==> src/rtl/ram_fill_check_pkg.sv <==
// Shared widths and state encoding for the RAM fill/check sequencer.
package ram_fill_check_pkg;

  localparam int unsigned DefAw    = 3;
  localparam int unsigned DefDw    = 8;
  localparam int unsigned DefDepth = 8;

  localparam logic [2:0] StIdle  = 3'd0;
  localparam logic [2:0] StWrite = 3'd1;
  localparam logic [2:0] StRead  = 3'd2;
  localparam logic [2:0] StDrain = 3'd3;
  localparam logic [2:0] StDone  = 3'd4;

endpackage

==> src/rtl/ram_fill_check.sv <==
// Fills the RAM with a seeded ramp, reads it back, and reports the sum and maximum of the words.
module ram_fill_check
  import ram_fill_check_pkg::*;
#(
  parameter int unsigned DEPTH = DefDepth,
  parameter int unsigned AW    = DefAw,
  parameter int unsigned DW    = DefDw
) (
  input  logic             clk,
  input  logic             rst,
  input  logic             start,
  input  logic [DW-1:0]    seed,
  output logic [AW-1:0]    ram_addr,
  output logic [DW-1:0]    ram_wdata,
  output logic             ram_we,
  input  logic [DW-1:0]    ram_rdata,
  output logic             busy,
  output logic             done,
  output logic [DW+AW-1:0] sum,
  output logic [DW-1:0]    max
);

  logic [2:0]       state_q, state_d;
  logic [AW-1:0]    idx_q, idx_d;
  logic [DW-1:0]    seed_q, seed_d;
  logic             rvalid_q;
  logic [DW+AW-1:0] sum_q;
  logic [DW-1:0]    max_q;
  logic             accept;
  logic             last_idx;

  assign accept   = (state_q == StIdle) && start;
  assign last_idx = (idx_q == AW'(DEPTH - 1));

  always_comb begin
    state_d = state_q;
    idx_d   = idx_q;
    seed_d  = seed_q;
    case (state_q)
      StIdle: begin
        if (start) begin
          seed_d  = seed;
          idx_d   = '0;
          state_d = StWrite;
        end
      end
      StWrite: begin
        if (last_idx) begin
          idx_d   = '0;
          state_d = StRead;
        end else begin
          idx_d = idx_q + AW'(1);
        end
      end
      StRead: begin
        if (last_idx) begin
          idx_d   = '0;
          state_d = StDrain;
        end else begin
          idx_d = idx_q + AW'(1);
        end
      end
      StDrain: state_d = StDone;
      StDone:  state_d = StIdle;
      default: state_d = StIdle;
    endcase
  end

  always_ff @(posedge clk) begin
    if (rst) begin
      state_q  <= StIdle;
      idx_q    <= '0;
      seed_q   <= '0;
      rvalid_q <= 1'b0;
      sum_q    <= '0;
      max_q    <= '0;
    end else begin
      state_q  <= state_d;
      idx_q    <= idx_d;
      seed_q   <= seed_d;
      // Read data arrives one cycle after each READ address.
      rvalid_q <= (state_q == StRead);
      if (accept) begin
        sum_q <= '0;
        max_q <= '0;
      end else if (rvalid_q) begin
        sum_q <= sum_q + {{AW{1'b0}}, ram_rdata};
        if (ram_rdata > max_q) begin
          max_q <= ram_rdata;
        end
      end
    end
  end

  always_comb begin
    ram_we    = (state_q == StWrite);
    ram_addr  = ((state_q == StWrite) || (state_q == StRead)) ? idx_q : '0;
    ram_wdata = (state_q == StWrite) ? (seed_q + DW'(idx_q)) : '0;
    busy      = (state_q != StIdle);
    done      = (state_q == StDone);
    sum       = sum_q;
    max       = max_q;
  end

endmodule
==> config.mk <==
export PLATFORM = sky130hd
export DESIGN_NAME = ram_fill_check
export DESIGN_NICKNAME = d
export VERILOG_FILES = /design/src/rtl/ram_fill_check_pkg.sv /design/src/rtl/ram_fill_check.sv
export SDC_FILE = /design/constraint.sdc
export NUM_CORES = 1
export LEC_CHECK = 0
export ABC_CLOCK_PERIOD_IN_PS = 3730
export CAP_MARGIN = 20
export CORE_ASPECT_RATIO = 0.8
export CORE_MARGIN = 5
export CORE_UTILIZATION = 45
export CTS_CLUSTER_DIAMETER = 150
export DETAILED_ROUTE_END_ITERATION = 16
export PLACE_DENSITY = 0.82
export SLEW_MARGIN = 20
export SYNTH_ARGS = -nofsm -noshare
export SYNTH_HDL_FRONTEND = slang
export SYNTH_SLANG_ARGS = --single-unit
==> constraint.sdc <==
create_clock -name clk -period 3.73 [get_ports clk]
set_input_delay 0.9325 -clock clk [delete_from_list [all_inputs] [get_ports clk]]
set_output_delay 0.9325 -clock clk [all_outputs]
set_load 0.03 [all_outputs]
==> results of run 1 <==
==> state kept, by name, indices dropped and copies added, names as in the netlist <==
register  flops
idx_q         3
max           8
rvalid_q      1
seed_q        8
state_q       3
sum          11
==> cell families (layout without fill, tap and decap cells) <==
logic type / after synthesis / count (layout) / synth area share
flip-flops: 34 / 34 / 0.327
buffers and inverters: 25 / 73 / 0.0480
AO/OA/AOI/OAI: 59 / 59 / 0.177
AND/OR/NAND/NOR: 97 / 97 / 0.237
multiplexers: 5 / 5 / 0.0240
adder cells (fa/ha/maj): 23 / 23 / 0.145
XOR/XNOR: 10 / 10 / 0.0420
==> layout make-up <==
class | count | area [sq um]
Fill cell | 416 | 1830
Multi-Input combinational cell | 194 | 1300
Sequential cell | 34 | 681
Timing Repair Buffer | 51 | 510
Clock buffer | 6 | 82.6
Tap cell | 60 | 75.1
Inverter | 16 | 60.1
==> through the flow <==
stage | hold WS (ns) | std cells
6_report | 0.459 | 361
5_1_grt | 0.481 | 361
4_1_cts | 0.461 | 361
3_5_place_dp | 0.452 | 355
3_3_place_gp | 0.449 | 355
2_1_floorplan | 0.440 | 253
==> layer usage <==
metal,wire [um],global-route usage,up-vias
met5,0,0,-
met4,89,0.0633,0
met3,214,0.0314,7
met2,2230,0.262,44
met1,2180,0.214,837
li1,-,-,979
==> power by group <==
part	internal, mW	total (mW)	switching (mW)
Clock	0.142	0.266	0.124
Combinational	0.0495	0.108	0.0589
Sequential	0.370	0.378	0.00842
==> worst max path at each step <==
| stage | start | to | slack [ns] | depth (start not counted) |
|---|---|---|---|---|
| 5_1_grt | idx_q[1] | ram_wdata[7] | 0.17 | 7 |
| 6_report | idx_q[1] | ram_wdata[7] | 0.27 | 7 |
| 3_3_place_gp | ram_rdata[0] | sum[10] | 0.62 | 9 |
| 2_1_floorplan | idx_q[0] | ram_wdata[6] | 1.11 | 7 |
| 4_1_cts | idx_q[1] | ram_wdata[7] | 0.27 | 7 |
| 3_5_place_dp | ram_rdata[0] | sum[8] | 0.57 | 9 |
==> worst min-delay path, delay by kind of cell, from the launching register on <==
| kind | cells | cell delay (ns) |
|---|---|---|
| flip-flops | 1 | 0.31 |
| AND/OR/NAND/NOR | 1 | 0.05 |
| AO/OA/AOI/OAI | 1 | 0.05 |
==> layout by cell type (no fill, tap or decap), drive strengths merged, types with 4 or more instances in the layout <==
master and instances:
dfxtp 34, inv 16, clkdlybuf4s50 51, nand2 32
nand3 10, a21oi 20, clkbuf 6, and3 4
a21o 5, xnor2 7, nor2 20, nand2b 5
and2 6, ha 21, or3 4, o21ai 15
mux2i 5
==> results_dict.tcl, run 1 <==
set metrics [dict create \
    grt_usage 0.162 \
    leakage_nw 1.05 \
    crit_family "buffers and inverters" \
    synth.area.top_cells "dfxtp_1, ha_1, nand2_1" \
    ios 52 \
    post_dp_cell_area_sq_um 2630 \
    synth-main-ff-cell "dfxtp_1" \
    insertion_delay_ns 0.28 \
    numClockSinks 34 \
    crit_path_start_kind "register" \
    synth-seq-cells 34 \
    syn_nets 295 \
    portBuffers 51 \
    synth_edf_count 0 \
    period_share 0.927 \
    cp-end-kind "primary output" \
    gp_congestion 0.780 \
    min_path_cells 2 \
    setup_slack_ns 0.271 \
    area_growth_pct 30.1 \
    final_area_sq_um 2710 \
    drv_cap 0 \
    async_flop_share 0 \
    max_freq_ghz 0.289 \
    core_sq_um 4540 \
    rrSetupSlack_ns 1.65 \
    critical_path_required_ns 2.80 \
    cts_setup_buffers 0 \
    yosysSeqAreaShare 0.327 \
    setup_violations 0 \
    r2r_end "sum[8]" \
    yosys.area.top_type "dfxtp_1" \
    diodes 0 \
    power_density_nw_per_um2 278 \
    drv_slew 0 \
    status "completed" \
    drt_first_iter_violations 66 \
    htree_num_levels 2 \
    finClkSkew_ns 0.00580 \
    vias_per_cell 5.17 \
    vdd_ir_drop_max_v 0.000176 \
    grt_pass1_wl_um 8120 \
    crit_slowest_cell "clkdlybuf4s50_1" \
    hpwlAfterDp_um 3720 \
    finalPower_mw 0.753 \
    yosysMostFrequentCell "dfxtp_1" \
    grt_overflow 0 \
    fp.dieH_um 70.9 \
    post-route-util 0.597 \
    yosysWarningCount 0 \
    firstDrtPassIters 4 \
    route.detailed.drc 0 \
    netlist-cell-type-count 45 \
    worstHoldEndpoint "seed_q[0]" \
    cp_num_buf_inv 1 \
    grt_max_degree 20 \
    tns_ns 0 \
    dieArea_sq_um 6100 \
    syn_area_sq_um 2080 \
    finalCriticalPeriod_ns 3.46 \
    tightest_slew_ns 0.707 \
    cts_resized 0 \
    relSlewSlack 0.528 \
    synth_cells 253 \
    crit_chain "ha_1, a21o_1, a21oi_1, nor3_1, xnor2_1, nor2_1, clkdlybuf4s50_1" \
    grt_setup_unrepaired "no" \
    hold_viol_final 0 \
    routed_wirelength_um 4720 \
    worst-path-max-fanout 5 \
    synth_top_area_frac 0.327 \
    fp.dieW_um 86.1 \
    hp-class "register to register" \
    routedWlPerCell_um 13.1 \
    ctsHoldBuffers 0 \
    clk_pin_slew_ns 0.07 \
    syn_area_per_cell_sq_um 8.24 \
    postRouteAntennaNets 0 \
    antenna_found_initial 0 \
    initial_core_util 0.459 \
    num_vias 1867 \
    layout.nets 344 \
    hp-start "seed_q[0]" \
    cp_slowest_stage_delay_ns 0.69 \
    path_class "register to primary output" \
    synth_common_cells "dfxtp_1, nand2_1, ha_1" \
    crit_arrival_ns 2.53 \
    reg2regPathDepth 8 \
    cts_tree "done" \
    drive_above_1_share 0.0399 \
    cts_buffers 5 \
    r2r-start "sum[0]" \
    pre_cts_slack_ns 0.567 \
    grt_pass1_vias 1814 \
    clockBufferDepth 2 \
    std_cell_rows 22 \
    clock-root-buffer "clkbuf_8" \
]
(Power assumes the default switching activity.)
==> run 2: changes to the inputs <==
--- a/config.mk
+++ b/config.mk
@@ -13,6 +13,7 @@
 export CTS_CLUSTER_DIAMETER = 150
 export DETAILED_ROUTE_END_ITERATION = 16
 export PLACE_DENSITY = 0.82
+export RECOVER_POWER = 25
 export SLEW_MARGIN = 20
 export SYNTH_ARGS = -nofsm -noshare
 export SYNTH_HDL_FRONTEND = slang
==> run 2 against run 1 <==
Net effect: register-to-register slack barely moved; routed wire length rose by 0.42%; worst setup slack got worse by 0.012 ns; combinational power barely moved; highest routed layer unchanged.
==> results_dict.tcl, run 2 (same netlist as run 1, synthesis figures left out) <==
set metrics [dict create \
    combPwrFrac 0.144 \
    grt_setup_unrepaired "no" \
    hold_viol_final 0 \
    firstDrtPassIters 4 \
    routed_wirelength_um 4740 \
    antenna_found_initial 0 \
    intPower_mw 0.561 \
    pre_cts_slack_ns 0.567 \
    grt_usage 0.162 \
    setup_violations 0 \
    worst-path-max-fanout 5 \
    fp.dieW_um 86.1 \
    crit_arrival_ns 2.54 \
    vias_per_cell 5.19 \
    leakage_nw 1.05 \
    fillers 416 \
    p_sw_mw 0.191 \
    met1_usage 0.214 \
    cts_setup_buffers 0 \
    drive_above_1_share 0.0399 \
    grt_use_met3 0.0314 \
    fp.dieH_um 70.9 \
    layout.nets 344 \
    status "completed" \
    core_sq_um 4540 \
    ctsHoldBuffers 0 \
    max_freq_ghz 0.288 \
    hpwlAfterDp_um 3720 \
    numClockSinks 34 \
    relSlewSlack 0.533 \
    ios 52 \
    grt.busiest_layer "met2" \
    initial_core_util 0.459 \
    cp-end-kind "primary output" \
    gp_congestion 0.780 \
    tns_ns 0 \
    cts_resized 0 \
    pwr-share-seq 0.503 \
    switching_share 0.254 \
    path_class "register to primary output" \
    drv_slew 0 \
    route.detailed.drc 0 \
    multi_input_area_sq_um 1300 \
    grt_pass1_vias 1814 \
    finClkSkew_ns 0.00522 \
    diodes 0 \
    cts_buffers 5 \
    portBuffers 51 \
    insertion_delay_ns 0.28 \
    period_share 0.931 \
    postRouteAntennaNets 0 \
    cts_tree "done" \
    tightest_slew_ns 0.699 \
    grt_pass1_wl_um 8120 \
    seqCellArea_sq_um 681 \
    routedWlPerCell_um 13.1 \
    drv_cap 0 \
    clkPwrFrac 0.353 \
    num_vias 1873 \
    final_common_cell "clkdlybuf4s50_1" \
    clk_pin_slew_ns 0.07 \
    setup_slack_ns 0.259 \
    clock-root-buffer "clkbuf_8" \
    area_growth_pct 30.1 \
    crit_path_start_kind "register" \
    clockBufferDepth 2 \
    htree_num_levels 2 \
    grt_overflow 0 \
    drt_first_iter_violations 67 \
    vdd_ir_drop_max_v 0.000175 \
    mostFrequentLayoutCells "clkdlybuf4s50_1, dfxtp_1, nand2_1" \
    critical_path_required_ns 2.80 \
    grt_use_met2 0.262 \
    hp-class "register to register" \
    finalCriticalPeriod_ns 3.47 \
    power_density_nw_per_um2 277 \
    std_cell_rows 22 \
    grt_max_degree 20 \
    dieArea_sq_um 6100 \
    largest_reg_flops 11 \
]
[run 2: area by class of cell]
class,count,share of cell area
Multi-Input combinational cell,194,0.481
Sequential cell,34,0.251
Timing Repair Buffer,51,0.188
Clock buffer,6,0.0304
Tap cell,60,0.0277
Inverter,16,0.0221
[run 2: worst paths after layout]
path / start / to / slack, ns / cells past startpoint
worst min register to register: seed_q[0] / seed_q[0] / 0.47 / 2
worst max-delay path: idx_q[1] / ram_wdata[7] / 0.26 / 7
worst max register to register: sum[0] / sum[8] / 1.65 / 8
worst min-delay path: seed_q[0] / seed_q[0] / 0.47 / 2
[run 2: per-layer routing]
metal	vias up	share of wire	wire, um
li1	977	-	-
met1	840	0.47	2210
met2	45	0.47	2230
met3	11	0.043	205
met4	0	0.020	93
met5	-	0	0
[run 2: per-stage QoR]
stage               std cells  power (mW)  instance area, sq um  hold slack (ns)   util
floorplan                 253       0.450                  2080            0.440      -
global placement          355       0.492                  2630            0.449  0.579
detailed placement        355       0.495                  2630            0.452  0.579
CTS                       361       0.760                  2710            0.461  0.597
global route              361       0.783                  2710            0.481  0.597
finish                    361       0.752                  2710            0.471  0.597
[run 2: critical path, stage by stage (launching register included)]
cell and delay, ns:
dfxtp_1 0.43, ha_1 0.28, a21o_1 0.19, a21oi_1 0.30, nor3_1 0.12, xnor2_1 0.14
nor2_1 0.11, clkdlybuf4s50_1 0.69
[run 2: power groups by stage]
stage / Clock (mW) / Sequential [mW] / Combinational [mW]
detailed placement: 0 / 0.387 / 0.109
CTS: 0.273 / 0.378 / 0.109
floorplan: 0 / 0.383 / 0.0662
global placement: 0 / 0.386 / 0.106
finish: 0.265 / 0.378 / 0.108
global route: 0.283 / 0.379 / 0.120
